===== src/rtl/conv_feed_ctrl.sv =====
`timescale 1ns/1ps
`default_nettype none
// ---------------------------------------------------------------------------
// conv_feed_ctrl : streams weights (din1) then activations (din0) into ConvCore.
// Optional core back-pressure with weight skid register: CONV_FEED_STALL_EN.
// Revision: 1.0
// ---------------------------------------------------------------------------
module conv_feed_ctrl #(
  parameter int INWIDTH      = 16,
  parameter int NUM_CHANNELS = 15,
  parameter int WINWIDTH     = 16,
  localparam int AW          = $clog2(NUM_CHANNELS*9)
) (
  input  logic                clk_i,
  input  logic                reset_i,
  input  logic                start_i,
  input  logic [WINWIDTH-1:0] cfg_num_windows_i,
  input  logic                cfg_sum_en_i,
  input  logic                cfg_skip_w_i,
  output logic                w_rd_o,
  output logic [AW-1:0]       w_addr_o,
  input  logic [INWIDTH-1:0]  w_data_i,
  input  logic [INWIDTH-1:0]  act_data_i,
  input  logic                act_valid_i,
  output logic                act_ready_o,
  input  logic                core_full_i,
  output logic                core_en_o,
  output logic [INWIDTH-1:0]  din0_o,
  output logic                din0_valid_o,
  output logic [INWIDTH-1:0]  din1_o,
  output logic                din1_valid_o,
  output logic                sum_en_o,
  output logic                busy_o,
  output logic                done_o
);

  localparam int            NW        = NUM_CHANNELS * 9;
  localparam logic [AW-1:0] LAST_ADDR = AW'(NW - 1);

  localparam logic [2:0] S_IDLE     = 3'd0;
  localparam logic [2:0] S_LOAD_W   = 3'd1;
  localparam logic [2:0] S_DRAIN_W  = 3'd2;
  localparam logic [2:0] S_STREAM_X = 3'd3;
  localparam logic [2:0] S_DONE     = 3'd4;

  logic [2:0]          state_q, state_d;
  logic [AW-1:0]       addr_q, addr_d;
  logic [3:0]          samp_q, samp_d;
  logic [WINWIDTH-1:0] win_q, win_d;
  logic [WINWIDTH-1:0] nwin_q, nwin_d;
  logic                sum_en_q, sum_en_d;
  logic                busy_q, busy_d;
  logic [INWIDTH-1:0]  din0_q, din0_d;
  logic                din0_vld_q, din0_vld_d;
  logic                din1_vld_q, din1_vld_d;
  logic                stall;
  logic                xfer;

`ifdef CONV_FEED_STALL_EN
  logic [INWIDTH-1:0] skid_q;
  logic               skid_vld_q;

  assign stall = core_full_i;

  // Weight read in flight when the stall hits must survive until resume.
  always_ff @(posedge clk_i or posedge reset_i) begin
    if (reset_i) begin
      skid_q     <= '0;
      skid_vld_q <= 1'b0;
    end else if (stall && din1_vld_q && !skid_vld_q) begin
      skid_q     <= w_data_i;
      skid_vld_q <= 1'b1;
    end else if (!stall) begin
      skid_vld_q <= 1'b0;
    end
  end

  assign din1_o = skid_vld_q ? skid_q : w_data_i;
`else
  logic unused_core_full;

  assign unused_core_full = core_full_i;
  assign stall            = 1'b0;
  assign din1_o           = w_data_i;
`endif

  assign w_rd_o       = (state_q == S_LOAD_W) && !stall;
  assign act_ready_o  = (state_q == S_STREAM_X) && !stall;
  assign xfer         = act_valid_i && act_ready_o;
  assign done_o       = (state_q == S_DONE) && !stall;
  assign core_en_o    = !stall;
  assign w_addr_o     = addr_q;
  assign din0_o       = din0_q;
  assign din0_valid_o = din0_vld_q;
  assign din1_valid_o = din1_vld_q;
  assign sum_en_o     = sum_en_q;
  assign busy_o       = busy_q;

  always_comb begin
    state_d    = state_q;
    addr_d     = addr_q;
    samp_d     = samp_q;
    win_d      = win_q;
    nwin_d     = nwin_q;
    sum_en_d   = sum_en_q;
    busy_d     = busy_q;
    din0_d     = din0_q;
    din0_vld_d = din0_vld_q;
    din1_vld_d = din1_vld_q;
    if (!stall) begin
      din1_vld_d = w_rd_o;
      din0_vld_d = 1'b0;
      case (state_q)
        S_IDLE: begin
          if (start_i) begin
            nwin_d   = cfg_num_windows_i;
            sum_en_d = cfg_sum_en_i;
            busy_d   = 1'b1;
            addr_d   = '0;
            samp_d   = '0;
            win_d    = '0;
            if (!cfg_skip_w_i)                state_d = S_LOAD_W;
            else if (cfg_num_windows_i != '0) state_d = S_STREAM_X;
            else                              state_d = S_DONE;
          end
        end
        S_LOAD_W: begin
          if (addr_q == LAST_ADDR) begin
            addr_d  = '0;
            state_d = S_DRAIN_W;
          end else begin
            addr_d  = addr_q + 1'b1;
          end
        end
        S_DRAIN_W: state_d = (nwin_q == '0) ? S_DONE : S_STREAM_X;
        S_STREAM_X: begin
          if (xfer) begin
            din0_d     = act_data_i;
            din0_vld_d = 1'b1;
            if (samp_q == 4'd8) begin
              samp_d = '0;
              win_d  = win_q + WINWIDTH'(1);
              if (win_q == nwin_q - WINWIDTH'(1)) state_d = S_DONE;
            end else begin
              samp_d = samp_q + 4'd1;
            end
          end
        end
        S_DONE: begin
          busy_d  = 1'b0;
          state_d = S_IDLE;
        end
        default: state_d = S_IDLE;
      endcase
    end
  end

  always_ff @(posedge clk_i or posedge reset_i) begin
    if (reset_i) begin
      state_q    <= S_IDLE;
      addr_q     <= '0;
      samp_q     <= '0;
      win_q      <= '0;
      nwin_q     <= '0;
      sum_en_q   <= 1'b0;
      busy_q     <= 1'b0;
      din0_q     <= '0;
      din0_vld_q <= 1'b0;
      din1_vld_q <= 1'b0;
    end else begin
      state_q    <= state_d;
      addr_q     <= addr_d;
      samp_q     <= samp_d;
      win_q      <= win_d;
      nwin_q     <= nwin_d;
      sum_en_q   <= sum_en_d;
      busy_q     <= busy_d;
      din0_q     <= din0_d;
      din0_vld_q <= din0_vld_d;
      din1_vld_q <= din1_vld_d;
    end
  end

endmodule
`default_nettype wire


===== config.mk =====
export PLATFORM = sky130hd
export DESIGN_NAME = conv_feed_ctrl
export DESIGN_NICKNAME = d
export VERILOG_FILES = /design/src/rtl/conv_feed_ctrl.sv
export SDC_FILE = /design/constraint.sdc
export NUM_CORES = 1
export LEC_CHECK = 0
export ABC_AREA = 1
export BUFFER_PORTS_ARGS = -buffer_cell sky130_fd_sc_hd__buf_2
export CAP_MARGIN = 10
export CORE_MARGIN = 3
export CORE_UTILIZATION = 57
export CTS_CLUSTER_SIZE = 12
export DETAILED_ROUTE_END_ITERATION = 7
export PLACE_DENSITY = 0.85
export SKIP_CTS_REPAIR_TIMING = 1
export SLEW_MARGIN = 20
export SYNTH_ARGS = -nofsm -noshare
export SYNTH_HDL_FRONTEND = slang
export SYNTH_SLANG_ARGS = --single-unit

===== constraint.sdc =====
create_clock -name clk_i -period 3.7 [get_ports clk_i]
set_input_delay 0.185 -clock clk_i [delete_from_list [all_inputs] [get_ports clk_i]]
set_output_delay 0.185 -clock clk_i [all_outputs]
set_load 0.01 [all_outputs]

After elaboration in Yosys (flattened, before gate mapping)
Index checks and enable logic that the tools add are counted.
{"block": "op_classes", "n_addsub": 4, "n_eq_ne": 12, "mux": 24, "reduce_logical": 14}
{"op": "$mux W16", "n": 3}
{"op": "$pmux W16 S2", "n": 1}
{"op": "$mux W3", "n": 8}
{"op": "$add A16 B1 Y16 const B", "n": 1}
{"op": "$eq A16 B16 Y1", "n": 1}
{"op": "$logic_not A16 Y1", "n": 1}
{"op": "$mux W8", "n": 2}
{"op": "$pmux W8 S2", "n": 1}
{"op": "$reduce_bool A16 Y1", "n": 1}
{"op": "$sub A16 B1 Y16 const B", "n": 1}
{"op": "$mux W4", "n": 3}
{"op": "$pmux W3 S4", "n": 1}
{"op": "$add A8 B1 Y8 const B", "n": 1}
{"op": "$eq A8 B8 Y1 const B", "n": 1}
{"op": "$ne A2 B1 Y1 const B", "n": 4}
{"op": "$pmux W4 S2", "n": 1}
{"op": "$reduce_and A2 Y1", "n": 4}
{"op": "$eq A3 B2 Y1 const B", "n": 2}
{"op": "$reduce_bool A2 Y1", "n": 3}
{"op": "$reduce_and A5 Y1", "n": 1}
{"op": "$add A4 B1 Y4 const B", "n": 1}
{"op": "$eq A4 B4 Y1 const B", "n": 1}
{"op": "$reduce_and A4 Y1", "n": 1}
{"op": "$eq A3 B1 Y1 const B", "n": 1}
{"op": "other kinds (7)", "n": 9}
{"block": "totals", "ff_bits": 67, "in_bits": 55, "output_inout_bits": 48, "word_cells": 64}

Longest topological paths before layout
{"block": "depth", "ltp_word": 6, "mapped_depth": 16, "depth_no_buf": 16}

Worst setup path after synthesis
OpenSTA, ideal clock, no wires.
{"block": "synth_path", "path_type": "reg2reg", "startpoint": "register nwin_q[0]", "endpoint": "register state_q[1]", "setup_time_ps": 117, "arrival_time_ps": 1628, "t_required_ps": 3583, "setup_slack_ps": 1955, "stages_incl_launch_ff": 16, "n_path_buf": 0, "period_less_slack_ps": 1745, "cell_sequence": "dfrtp_1 -> inv_2 -> ha_1 -> nand2_4 -> nor2_8 -> nand2_1 -> nand2_1 -> nand2_1 -> nor2_1 -> nand2_1 -> nor2_1 -> nand2_1 -> nand2_2 -> nand2_1 -> nand2_1 -> nand2_1"}
{"block": "synth_via", "elab_chain_len": 4, "elab_cells_between_ends": 7, "cone_classes": "add/sub: 1; eq/ne: 2; mux: 2; reduce/logical: 2"}
{"element": "from (decl)", "line_no": "50", "text": "logic [WINWIDTH-1:0] nwin_q, nwin_d;"}
{"element": "from (signal assigned)", "line_no": "175", "text": "nwin_q <= nwin_d;"}
{"element": "$sub A16 B1 Y16", "line_no": "143", "text": "if (win_q == nwin_q - WINWIDTH'(1)) state_d = S_DONE;"}
{"element": "$eq A16 B16 Y1", "line_no": "143"}
{"element": "$ne A2 B1 Y1 (no source line)"}
{"element": "$reduce_and A5 Y1 (no source line)"}
{"element": "to (signal assigned)", "line_no": "171", "text": "state_q <= state_d;"}
{"element": "to (decl)", "line_no": "46", "text": "logic [2:0] state_q, state_d;"}
Several ways; a longest one is shown, not always the timed one.
A chain may end at the register's enable or synchronous reset.

Worst setup path after layout
Ends and elaborated chain as after synthesis.

==> flow_metrics.py <==
metrics = {
    "synth": {
        "post-synth-top-area-cell": "dfrtp_1",
        "synth.top_cell.area_share_pct": 42.74,
        "ys_types": 36,
        "ys.warnings.count": 0,
        "syn_area_sq_um": 3923,
        "post_synth.cell_area_avg_sq_um": 7.617,
        "ys_ff_latch": 67,
        "ys_seq_area_share_pct": 42.74,
        "yosys_most_used_dff": "dfrtp_1",
        "syn_inst": 515,
        "async_flop_share_pct": 100.0,
        "synth_nets": 577,
        "synth-edff-count": 0,
        "yosys-top-cells-area": "dfrtp_1 (43%), nand2_1 (16%), inv_1 (4.8%)",
    },
    "floorplan": {
        "die-height_um": 88.96,
        "die-area_sq_um": 7913,
        "row_count": 29,
        "dieWidth_um": 88.96,
        "coreArea_sq_um": 6495,
        "start_util_pct": 60.39,
        "io_pins": 103,
    },
    "critical_path": {
        "critPathArrivalTime_ns": 2.26,
        "cp_common_cell": "nand2_1",
        "crit_family": "simple AND/OR/NAND/NOR gates",
        "critPathMaxStageDelay_ns": 0.41,
        "worstPathMaxFanout": 7,
        "endpoint_kind": "flip-flop",
        "cp.required_ns": 3.93,
        "cp.depth": 15,
        "crit_chain": "inv_2 -> ha_1 -> nand2_4 -> nor2_8 -> nand2_1 -> nand2_1 -> nand2_1 -> nor2_1 -> nand2_1 -> nor2_1 -> nand2_1 -> nand2_2 -> nand2_1 -> nand2_1 -> nand2_1",
        "critical_path_class": "reg2reg",
        "critPathSlowestCell": "dfrtp_1",
        "crit_buf_inv": 1,
        "r2r_cells": 15,
        "crit_path_start_kind": "flip-flop",
    },
    "job": {
        "maxCapViolCount": 0,
    },
    "final_layout": {
        "syn2layout_area_growth_pct": 12.22,
        "drive_gt1_share_pct": 21.97,
        "final_area_sq_um": 4402,
        "nets": 635,
        "final_util_pct": 67.77,
        "stdcell_count": 655,
        "diodes": 0,
    },
    "cts": {
        "cts_root_buf": "clkbuf_8",
        "clk_path_buf_depth": 2,
        "tritoncts": "done",
        "numCtsBuffers": 9,
        "htree_levels": 3,
        "cts_num_sinks": 67,
        "insertion_delay_ns": 0.35,
        "clk_pin_slew_ns": 0.08,
    },
    "global_route": {
        "track_usage_pct": 23.64,
        "grt_max_degree": 44,
        "grt_pass1_vias": 3268,
        "grt_pass1_wl_um": 14570,
        "grt_overflow": 0,
        "antenna_found_initial": 0,
    },
    "detailed_routing": {
        "met3RoutedLength_um": 483,
        "drc_errors": 0,
        "drt-wirelength-per-cell_um": 13.24,
        "wl_met1_um": 3845,
        "vias": 3461,
        "viasPerCell": 5.284,
        "drt_iter0_drc": 207,
        "routed_wl_um": 8671,
        "wl_met2_um": 4246,
        "ant_nets": 0,
        "drt_first_pass_iters": 4,
        "routed.top_layer": "met4",
    },
    "power": {
        "p_leak_nw": 2.319,
        "power_density_nw_per_um2": 769.6,
        "power.total_mw": 3.387,
        "peakVddDrop_uv": 503.5,
    },
    "timing": {
        "fin_tns_setup_ns": 0,
        "final-setup-viol-count": 0,
        "fin_ws_ns": 1.670,
        "rsz0062_at_grt": "false",
        "maxSlewHeadroom_pct": 42.61,
        "slew_viol_final": 0,
        "fmax_mhz": 492.6,
        "tightest_slew_ns": 0.8596,
        "fin_hold_ws_ns": 0.009441,
        "fin_crit_ns": 2.030,
        "hold_viol": 0,
        "timing.final.crit_share_pct": 54.86,
        "fin_worst_skew_ns": 0.006863,
    },
    "placement": {
        "gp_congestion": 0.8839,
        "dp.cells": 639,
        "place_ws_ns": 1.704,
        "port_buffers": 68,
        "place_area_sq_um": 4223,
        "post-dp-hpwl_um": 6487,
    },
    "run_status": {
        "status": "finished, final reports clean",
    },
    "worst_hold_path": {
        "holdCritPathClass": "in2async",
    },
}
worst reg2reg max path: stages (launching register included):
cell     delay, ns
dfrtp_1       0.41
inv_2         0.13
ha_1          0.28
nand2_4       0.12
nor2_8        0.15
nand2_1       0.06
nand2_1       0.05
nand2_1       0.05
nor2_1        0.09
nand2_1       0.07
nor2_1        0.12
nand2_1       0.10
nand2_2       0.11
nand2_1       0.07
nand2_1       0.06
nand2_1       0.05
flip-flops by register name, summed over array words and instances, names as in the netlist:
name / cells
win_q: 16
state_q: 3
samp_q: 4
w_addr_o: 8
nwin_q: 16
busy_o: 1
din0_valid_o: 1
din1_valid_o: 1
din0_o: 16
sum_en_o: 1
cell type report:
class,instances,area (sq um)
fillers,548,2093
clock buffers,10,137.6
flip-flops and latches,67,1677
clock inverters,6,41.29
multi-input cells,365,1869
inverters,60,225.2
well taps,77,96.34
repair buffers,70,355.3
cell usage after synthesis (8+ instances only):
| master | number |
|---|---|
| o21ai_0 | 23 |
| nor2_1 | 39 |
| xor2_1 | 13 |
| inv_2 | 10 |
| nor3_1 | 8 |
| a21oi_1 | 13 |
| nand2_1 | 166 |
| dfrtp_1 | 67 |
| buf_4 | 17 |
| nand3_1 | 25 |
| nand4_1 | 9 |
| inv_1 | 50 |
power breakdown:
group          internal, mW  switching [mW]
registers              1.00           0.278
logic                 0.570           0.978
clock network         0.260           0.299
total                  1.83            1.55
path summary, 6_finish.rpt:
check,start,slack [ns],end
min reg2reg,din0_o[12]$_DFFE_PP0P_,0.49,din0_o[12]$_DFFE_PP0P_
max reg2reg,nwin_q[0]$_DFFE_PP0P_,1.67,state_q[1]$_DFFE_PP0P_
max in group asynchronous,reset_i,2.82,nwin_q[10]$_DFFE_PP0P_
min in group clk_i,act_data_i[5],0.03,din0_o[5]$_DFFE_PP0P_
max,nwin_q[0]$_DFFE_PP0P_,1.67,state_q[1]$_DFFE_PP0P_
min,reset_i,0.009,din0_valid_o$_DFF_PP0_
cell families (layout without fill, tap and decap cells):
kind of cell | Yosys count | count (layout) | synth area share [%]
buffers and inverters | 83 | 146 | 9.601
xor gates and xnor gates | 19 | 19 | 4.242
AOI/OAI and AO/OA | 46 | 46 | 6.380
adders and majority gates | 7 | 7 | 2.233
other | 1 | 1 | 0.09560
and+or+nand+nor | 292 | 292 | 34.70
DFF | 67 | 67 | 42.74
cells in the final DEF, fill, tap and decap left out, drive strengths merged, types with 6 or more instances in the layout:
master / n
nand2: 175
buf: 70
dfrtp: 67
inv: 60
nor2: 53
o21ai: 27
nand3: 26
a21oi: 13
xor2: 13
nor3: 13
clkbuf: 10
nand4: 9
ha: 7
xnor2: 6
nand3b: 6
nor4: 6
per-layer routing:
metal | vias up | global-route usage [%]
li1 | 1738 | -
met1 | 1621 | 30.02
met2 | 91 | 39.95
met3 | 11 | 5.899
met4 | 0 | 7.442
met5 | - | 0
Note: power is estimated with default switching activity, not from simulation.
